**src/rtl/fact_requester_if.sv**
```systemverilog
`default_nettype none
// ============================================================================
// Module      : fact_requester_if
// Description : Request, factorial-unit and response signal bundle for the
//               fact_requester. The master modport is the requester's view;
//               the slave modport is the view of the surrounding environment.
// Revision    : 1.0 - initial release
// ============================================================================
interface fact_requester_if;
  // request port
  logic        req_valid;
  logic        req_ready;
  logic [3:0]  req_n;
  // factorial unit Go/Done/Err handshake
  logic        fu_go;
  logic [3:0]  fu_n;
  logic        fu_done;
  logic        fu_err;
  logic [31:0] fu_nf;
  // response port
  logic        rsp_valid;
  logic        rsp_ready;
  logic [31:0] rsp_nf;
  logic        rsp_err;
  logic        rsp_tmo;
  // status
  logic        busy;

  modport master (
    input  req_valid, req_n, fu_done, fu_err, fu_nf, rsp_ready,
    output req_ready, fu_go, fu_n, rsp_valid, rsp_nf, rsp_err, rsp_tmo, busy
  );

  modport slave (
    output req_valid, req_n, fu_done, fu_err, fu_nf, rsp_ready,
    input  req_ready, fu_go, fu_n, rsp_valid, rsp_nf, rsp_err, rsp_tmo, busy
  );
endinterface
`default_nettype wire

```
**src/rtl/fact_requester.sv**
```systemverilog
`default_nettype none
// ============================================================================
// Module      : fact_requester
// Description : Initiator for the factorial unit. Takes one n at a time,
//               pulses fu_go, waits for Done/Err or a timeout and returns the
//               result on a valid/ready response port.
// Revision    : 1.0 - initial release
// ============================================================================
module fact_requester #(
  parameter int TIMEOUT = 255,  // WAIT cycles before abort, 1 .. 2**TW-1
  parameter int TW      = 8     // timeout counter width
) (
  input  wire logic       clk,
  input  wire logic       rst,  // asynchronous, active-low
  fact_requester_if.master bus
);

  typedef enum logic [1:0] {
    S_IDLE   = 2'd0,
    S_LAUNCH = 2'd1,
    S_WAIT   = 2'd2,
    S_RESP   = 2'd3
  } state_t;

  // Count value on which the last permitted WAIT cycle is evaluated.
  localparam logic [TW-1:0] C_LAST = TW'(TIMEOUT - 1);

  state_t        state_q,     state_d;
  logic          fu_go_q,     fu_go_d;
  logic [3:0]    fu_n_q,      fu_n_d;
  logic [TW-1:0] count_q,     count_d;
  logic          rsp_valid_q, rsp_valid_d;
  logic [31:0]   rsp_nf_q,    rsp_nf_d;
  logic          rsp_err_q,   rsp_err_d;
  logic          rsp_tmo_q,   rsp_tmo_d;

  // Next-state and registered-output computation; every field holds unless
  // the current state changes it. fu_go is set only on the IDLE->LAUNCH
  // transition so it is high for exactly the LAUNCH cycle.
  always_comb begin
    state_d     = state_q;
    fu_go_d     = 1'b0;
    fu_n_d      = fu_n_q;
    count_d     = count_q;
    rsp_valid_d = rsp_valid_q;
    rsp_nf_d    = rsp_nf_q;
    rsp_err_d   = rsp_err_q;
    rsp_tmo_d   = rsp_tmo_q;

    case (state_q)
      S_IDLE: begin
        if (bus.req_valid) begin
          fu_n_d  = bus.req_n;
          fu_go_d = 1'b1;
          state_d = S_LAUNCH;
        end
      end
      S_LAUNCH: begin
        count_d = '0;
        state_d = S_WAIT;
      end
      S_WAIT: begin
        // Err outranks Done, so a simultaneous Done+Err reports an error.
        if (bus.fu_err) begin
          rsp_err_d   = 1'b1;
          rsp_tmo_d   = 1'b0;
          rsp_nf_d    = '0;
          rsp_valid_d = 1'b1;
          state_d     = S_RESP;
        end else if (bus.fu_done) begin
          rsp_err_d   = 1'b0;
          rsp_tmo_d   = 1'b0;
          rsp_nf_d    = bus.fu_nf;
          rsp_valid_d = 1'b1;
          state_d     = S_RESP;
        end else if (count_q == C_LAST) begin
          rsp_err_d   = 1'b0;
          rsp_tmo_d   = 1'b1;
          rsp_nf_d    = '0;
          rsp_valid_d = 1'b1;
          state_d     = S_RESP;
        end else begin
          count_d = count_q + TW'(1);
        end
      end
      S_RESP: begin
        // rsp_nf is deliberately left alone; it holds until the next capture.
        if (bus.rsp_ready) begin
          rsp_valid_d = 1'b0;
          rsp_err_d   = 1'b0;
          rsp_tmo_d   = 1'b0;
          state_d     = S_IDLE;
        end
      end
      default: state_d = S_IDLE;
    endcase
  end

  // State and output registers; reset aborts any job in flight.
  always_ff @(posedge clk or negedge rst) begin
    if (!rst) begin
      state_q     <= S_IDLE;
      fu_go_q     <= 1'b0;
      fu_n_q      <= '0;
      count_q     <= '0;
      rsp_valid_q <= 1'b0;
      rsp_nf_q    <= '0;
      rsp_err_q   <= 1'b0;
      rsp_tmo_q   <= 1'b0;
    end else begin
      state_q     <= state_d;
      fu_go_q     <= fu_go_d;
      fu_n_q      <= fu_n_d;
      count_q     <= count_d;
      rsp_valid_q <= rsp_valid_d;
      rsp_nf_q    <= rsp_nf_d;
      rsp_err_q   <= rsp_err_d;
      rsp_tmo_q   <= rsp_tmo_d;
    end
  end

  assign bus.req_ready = (state_q == S_IDLE);
  assign bus.busy      = (state_q != S_IDLE);
  assign bus.fu_go     = fu_go_q;
  assign bus.fu_n      = fu_n_q;
  assign bus.rsp_valid = rsp_valid_q;
  assign bus.rsp_nf    = rsp_nf_q;
  assign bus.rsp_err   = rsp_err_q;
  assign bus.rsp_tmo   = rsp_tmo_q;

endmodule
`default_nettype wire

```
**src/flat_wrapper.sv**
```systemverilog
// flat-port wrapper written by rule: the top's interface ports become plain ports
module fact_requester_flat 
#(
  parameter int TIMEOUT = 255,                                           
  parameter int TW      = 8                             
)
  (clk, rst, bus_req_valid, bus_req_n, bus_fu_done, bus_fu_err, bus_fu_nf, bus_rsp_ready, bus_req_ready, bus_fu_go, bus_fu_n, bus_rsp_valid, bus_rsp_nf, bus_rsp_err, bus_rsp_tmo, bus_busy);
  fact_requester_if bus_i ();
  input  wire logic clk;
  input  wire logic rst;
  input wire logic [$bits(bus_i.req_valid)-1:0] bus_req_valid;
  input wire logic [$bits(bus_i.req_n)-1:0] bus_req_n;
  input wire logic [$bits(bus_i.fu_done)-1:0] bus_fu_done;
  input wire logic [$bits(bus_i.fu_err)-1:0] bus_fu_err;
  input wire logic [$bits(bus_i.fu_nf)-1:0] bus_fu_nf;
  input wire logic [$bits(bus_i.rsp_ready)-1:0] bus_rsp_ready;
  output wire logic [$bits(bus_i.req_ready)-1:0] bus_req_ready;
  output wire logic [$bits(bus_i.fu_go)-1:0] bus_fu_go;
  output wire logic [$bits(bus_i.fu_n)-1:0] bus_fu_n;
  output wire logic [$bits(bus_i.rsp_valid)-1:0] bus_rsp_valid;
  output wire logic [$bits(bus_i.rsp_nf)-1:0] bus_rsp_nf;
  output wire logic [$bits(bus_i.rsp_err)-1:0] bus_rsp_err;
  output wire logic [$bits(bus_i.rsp_tmo)-1:0] bus_rsp_tmo;
  output wire logic [$bits(bus_i.busy)-1:0] bus_busy;
  assign bus_i.req_valid = bus_req_valid;
  assign bus_i.req_n = bus_req_n;
  assign bus_i.fu_done = bus_fu_done;
  assign bus_i.fu_err = bus_fu_err;
  assign bus_i.fu_nf = bus_fu_nf;
  assign bus_i.rsp_ready = bus_rsp_ready;
  assign bus_req_ready = bus_i.req_ready;
  assign bus_fu_go = bus_i.fu_go;
  assign bus_fu_n = bus_i.fu_n;
  assign bus_rsp_valid = bus_i.rsp_valid;
  assign bus_rsp_nf = bus_i.rsp_nf;
  assign bus_rsp_err = bus_i.rsp_err;
  assign bus_rsp_tmo = bus_i.rsp_tmo;
  assign bus_busy = bus_i.busy;
  fact_requester #(.TIMEOUT(TIMEOUT), .TW(TW)) u_core (.clk(clk), .rst(rst), .bus(bus_i));
endmodule
```
**config.mk**
```make
export PLATFORM = sky130hd
export DESIGN_NAME = fact_requester_flat
export DESIGN_NICKNAME = d
export VERILOG_FILES = /design/src/rtl/fact_requester_if.sv /design/src/rtl/fact_requester.sv /design/src/flat_wrapper.sv
export SDC_FILE = /design/constraint.sdc
export NUM_CORES = 1
export LEC_CHECK = 0
export CAP_MARGIN = 5
export CORE_MARGIN = 2
export CORE_UTILIZATION = 59
export CTS_BUF_LIST = sky130_fd_sc_hd__clkbuf_4
export CTS_CLUSTER_SIZE = 8
export DETAILED_ROUTE_END_ITERATION = 6
export DONT_BUFFER_PORTS = 1
export PLACE_DENSITY_LB_ADDON = 0.25
export SKIP_CTS_REPAIR_TIMING = 1
export SKIP_LAST_GASP = 1
export SYNTH_ARGS = -nofsm -noshare
export SYNTH_HDL_FRONTEND = slang
export SYNTH_SLANG_ARGS = --single-unit
```
**constraint.sdc**
```tcl
create_clock -name clk -period 2.62 [get_ports clk]
set_input_delay 0.131 -clock clk [delete_from_list [all_inputs] [get_ports clk]]
set_output_delay 0.131 -clock clk [all_outputs]
set_load 0.1 [all_outputs]
```
==> results of run 1 <==
cell usage after synthesis:
library cell / count
and4_1: 1
a2bb2oi_1: 1
nand2b_1: 2
and3_1: 3
a32o_1: 1
o2bb2ai_1: 2
a21oi_4: 1
nand3_1: 7
nor2b_1: 1
o32a_1: 1
o21ai_0: 6
nor2_2: 1
o21ai_1: 2
nor2_1: 1
a21o_1: 1
ha_1: 7
a31oi_1: 1
mux2_2: 4
buf_6: 7
buf_1: 2
nand4_1: 33
or3b_1: 1
mux2_4: 1
nand2_1: 8
mux2i_1: 3
inv_1: 40
clkbuf_1: 5
or3_1: 1
nor3_1: 1
o41ai_2: 1
o311ai_0: 1
buf_2: 2
a21oi_1: 5
o21ai_2: 30
dfrtp_1: 50
layout make-up:
| cell class | instances | area [um2] |
|---|---|---|
| multi-input combinational | 128 | 965 |
| tap | 50 | 62.6 |
| sequential | 50 | 1250 |
| clock inverter | 1 | 7.51 |
| fill | 249 | 825 |
| timing repair buffer | 81 | 723 |
| clock buffer | 6 | 45.0 |
| inverter | 40 | 150 |
path summary, 6_finish.rpt:
path | endpoint | slack, ns | startpoint | depth (start not counted)
worst max-delay path | u_core.bus.rsp_nf[19] | 0.21 | u_core.state_q[0] | 6
worst min-delay path | u_core.bus.rsp_valid | 0.03 | bus_rsp_ready | 3
worst max register to register | u_core.bus.rsp_nf[19] | 0.21 | u_core.state_q[0] | 6
worst min register to register | u_core.count_q[0] | 0.55 | u_core.count_q[0] | 1
max in group asynchronous | u_core.count_q[6] | 2.14 | rst | 2
min in group asynchronous | u_core.count_q[5] | 0.27 | rst | 2
kinds of logic (layout without fill, tap and decap cells):
family	count (synthesis)	after routing
simple gates	60	60
mux	8	8
compound gates	53	53
fa+ha+maj	7	7
flops	50	50
buf+inv	56	128
sequential cells by signal (all words and copies together) (netlist names):
signal and count:
u_core.bus.rsp_err 1, u_core.bus.rsp_tmo 1, u_core.bus.rsp_valid 1, u_core.bus.rsp_nf 32
u_core.count_q 8, u_core.bus.fu_go 1, u_core.bus.fu_n 4, u_core.state_q 2
per-stage QoR:
step                utilization  cells
floorplan                     -    234
global placement          0.681    310
detailed placement        0.681    310
CTS                       0.694    317
global route              0.795    356
finish                    0.795    356
routing by layer:
layer | vias to the layer above | GRT usage
met3 | 8 | 0.0698
met2 | 76 | 0.376
li1 | 956 | -
met4 | 0 | 0.0907
met1 | 988 | 0.306
met5 | - | 0
worst min-delay path: cells and delay by family:
kind | cells | cell delay [ns]
compound gates | 2 | 0.22
buf+inv | 1 | 0.02
==> impl_metrics.yaml, run 1 <==
timing:
  slew_violations: 0
  holdWs_ns: 0.0326
  hold_viol: 0
  setup_viol: 0
  rsz0062_at_grt: "no"
  min_period_ns: 2.41
  slew_headroom: 0.227
  finClkSkew_ns: 0.00743
  fin_ws_ns: 0.206
  setup_tns_ns: 0
  finalCritPeriodShare: 0.921
  fmax_mhz: 414
  worst_pin_slew_ns: 1.16
synthesis:
  synth_fa_ha_area_frac: 0.0354
  synth_top_area_frac: 0.506
  muxShareOfSynthArea: 0.0365
  ys_types: 35
  syn_inst: 234
  ys_ff_latch: 50
  synth_warnings: 0
  yosysSeqAreaShare: 0.506
  synth.area.top_cells: "dfrtp_1 (51%), o21ai_2 (11%), nand4_1 (8.4%), inv_1 (6.1%), ha_1 (3.5%)"
  synth_nets: 283
  yosys.area_share.simple: 0.141
  synth_top_family_by_area: "compound AO/OA/AOI/OAI gates"
  syn_area_per_cell_um2: 10.6
  syn_area_um2: 2470
  yosysTopAreaCell: "dfrtp_1"
  synthXorXnorAreaFrac: 0
  synth_compound_area_frac: 0.174
drt:
  routed.top_layer: "met4"
  met3_length_um: 345
  drt-met1-wl_um: 2390
  drt-wirelength-per-cell_um: 17.8
  num_vias: 2028
  drt_iter0_drc: 232
  drc_errors: 0
  drt_wl_total_um: 6350
  met2WireLength_um: 3550
  vias_per_cell: 5.70
  dr.pass1.iters: 4
  postRouteAntennaNets: 0
outcome:
  status: "finished, final reports clean"
floorplan:
  initial_utilization: 0.613
  rows: 23
  die_w_um: 68.7
  die-area_um2: 4720
  core_um2: 4030
  die_h_um: 68.7
  io_pins: 84
cells_and_area:
  nets: 355
  layout.cells.most_common_list: "dfrtp_1 (50), buf_4 (42), inv_1 (40), dlygate4sd3_1 (38), nand4_1 (33)"
  stdcell_area_um2: 3200
  layout-drive-gt1-share: 0.294
  mostFrequentLayoutCell: "dfrtp_1"
  diodes: 0
  area_growth_pct: 29.7
worst_setup_path:
  path_cells: "inv_1 > ha_1 > or3b_1 > a21oi_4 > nor2_4 > o21ai_0"
  crit_path_end_kind: "flip-flop"
  timing.critical_path.from_type: "flip-flop"
  slowest_delay_ns: 0.88
  arrival_ns: 2.62
  cp_slowest_cell: "nor2_4"
  crit_fanout: 33
  cp.required_ns: 2.83
  crit_family: "simple AND/OR/NAND/NOR gates"
  critical_path_buf_inv_count: 1
  worstSetupPathType: "flip-flop to flip-flop"
placed_design:
  port_buffers: 0
  postPlaceCellArea_um2: 2740
  hpwl_um: 3830
  globalplace.congestion: 0.862
  pre_cts_ws_ns: 0.230
grt:
  grt_pass1_vias: 1681
  grt_max_degree: 51
  grt_remaining_overflow: 0
  grt_pass1_wl_um: 8070
  gr-usage-all-layers: 0.237
  grt_antenna_before_repair: 0
run:
  drv_cap: 0
clocking:
  clk_pin_slew_worst_paths_ns: 0.13
  clk_latency_ns: 0.36
  cts_sinks: 50
  cts_tree: "built"
  cts_buffers: 5
  clock_path_buffers: 2
  htree_levels: 2
  cts_root_buf: "clkbuf_4"
min_path:
  hp-class: "input port to flip-flop"
Power of run 1 is not shown: default switching activity piles up to over one toggle a cycle in this logic, so the estimate is an artifact.
==> run 2, diff against run 1 <==
==> constraint.sdc (replaced) <==
create_clock -name clk -period 3.1 [get_ports clk]
set_input_delay 0.155 -clock clk [delete_from_list [all_inputs] [get_ports clk]]
set_output_delay 0.155 -clock clk [all_outputs]
set_load 0.1 [all_outputs]
==> run 2 against run 1 <==
Net effect:
- the run now ends with negative hold slack left
- routed wire length shrank 12%
- fmax grew 14%
- core utilization shrank 6.4 points
- setup slack gained 0.77 ns
- non-clock buffer count shrank 35
- hold slack lost 0.033 ns
- critical path type unchanged
- highest routed layer unchanged
==> impl_metrics.yaml, run 2 (synthesis results as in run 1) <==
cells_and_area:
  finalNonFillerCells: 322
  area_growth_pct: 19.3
  diodes: 0
  largest_reg_flops: 32
  layout-drive-gt1-share: 0.202
  layout.cells.most_common_list: "dfrtp_1 (50), inv_1 (40), dlygate4sd3_1 (38), nand4_1 (33), o21ai_2 (30)"
  mostFrequentLayoutCell: "dfrtp_1"
  nets: 320
floorplan:
  die-area_um2: 4720
  rows: 23
  io_pins: 84
  initial_utilization: 0.613
  die_h_um: 68.7
  core_um2: 4030
  die_w_um: 68.7
clocking:
  cts_tree: "built"
  clock_path_buffers: 2
  clk_latency_ns: 0.38
  clk_pin_slew_worst_paths_ns: 0.14
  cts_root_buf: "clkbuf_4"
  cts_sinks: 50
  cts_buffers: 5
  htree_levels: 2
timing:
  setup_tns_ns: 0
  worst_pin_slew_ns: 0.954
  rsz0062_at_grt: "no"
  finClkSkew_ns: 0.0148
  setup_viol: 0
  min_period_ns: 2.12
  holdWs_ns: -0.000826
  hold_viol: 1
  slew_headroom: 0.364
  finalCritPeriodShare: 0.684
  fmax_mhz: 472
  fin_ws_ns: 0.981
  slew_violations: 0
worst_setup_path:
  path_cells: "inv_1 > ha_1 > or3b_1 > a21o_1 > buf_4 > nand4_1 > o21ai_2"
  slowest_delay_ns: 0.45
  cp.required_ns: 3.37
  crit_path_end_kind: "flip-flop"
  crit_family: "simple AND/OR/NAND/NOR gates"
  cp_slowest_cell: "or3b_1"
  timing.critical_path.from_type: "flip-flop"
  crit_fanout: 29
  critical_path_buf_inv_count: 2
  worstSetupPathType: "flip-flop to flip-flop"
  arrival_ns: 2.39
run:
  drv_cap: 0
placed_design:
  port_buffers: 0
  hpwl_um: 3450
  pre_cts_ws_ns: 1.02
  globalplace.congestion: 0.864
  place_inst: 275
drt:
  drt-wirelength-per-cell_um: 17.4
  drc_errors: 0
  drt_wl_total_um: 5600
  vias_per_cell: 5.86
  postRouteAntennaNets: 0
  num_vias: 1887
  dr.pass1.iters: 4
  drt_iter0_drc: 249
min_path:
  hp-class: "input port to flip-flop"
grt:
  grt_antenna_before_repair: 0
  met1_usage: 0.312
  grt_remaining_overflow: 0
  grt_max_degree: 51
  grt_pass1_wl_um: 7800
  gr-usage-all-layers: 0.225
  grt_busiest_layer: "met2"
  met2_usage: 0.340
  grt_util_met3: 0.0536
  grt_pass1_vias: 1666
outcome:
  status: "finished, violations left"
  failed_checks: "negative hold slack"
-- run 2: per-layer routing --
metal | part of all wire | up-vias
met5 | 0 | -
met4 | 0.013 | 0
met3 | 0.058 | 7
met2 | 0.51 | 60
met1 | 0.42 | 933
li1 | - | 887
-- run 2: worst register-to-register path: cells and delay by family, from the launching register on --
| kind | cells | cell delay (ns) |
|---|---|---|
| AND/OR/NAND/NOR | 2 | 0.62 |
| adder cells (fa/ha/maj) | 1 | 0.17 |
| flip-flops | 1 | 0.44 |
| buffers and inverters | 2 | 0.41 |
| AO/OA/AOI/OAI | 2 | 0.38 |
-- run 2: path summary, 6_finish.rpt --
check,cells after the start,slack (ns),end,from
worst max-delay path,7,0.98,u_core.bus.rsp_nf[15],u_core.state_q[0]
worst min-delay path,2,-0.0008,u_core.bus.fu_go,bus_req_valid
worst max register to register,7,0.98,u_core.bus.rsp_nf[15],u_core.state_q[0]
worst min register to register,1,0.56,u_core.count_q[0],u_core.count_q[0]
max in group asynchronous,2,2.61,u_core.count_q[2],rst
min in group asynchronous,2,0.28,u_core.bus.rsp_nf[23],rst
-- run 2: final cells by class --
cell class / instances / area [um2]
inverter: 40 / 150
clock inverter: 3 / 23.8
fill: 299 / 1080
tap: 50 / 62.6
clock buffer: 5 / 37.5
multi-input combinational: 128 / 962
sequential: 50 / 1250
timing repair buffer: 46 / 460
-- run 2: stage by stage --
step / util / cell area, um2
finish: 0.732 / 2950
CTS: 0.630 / 2540
detailed placement: 0.615 / 2480
global route: 0.732 / 2950
global placement: 0.615 / 2480
floorplan: - / 2470
Power of run 2 is left out for the same reason.
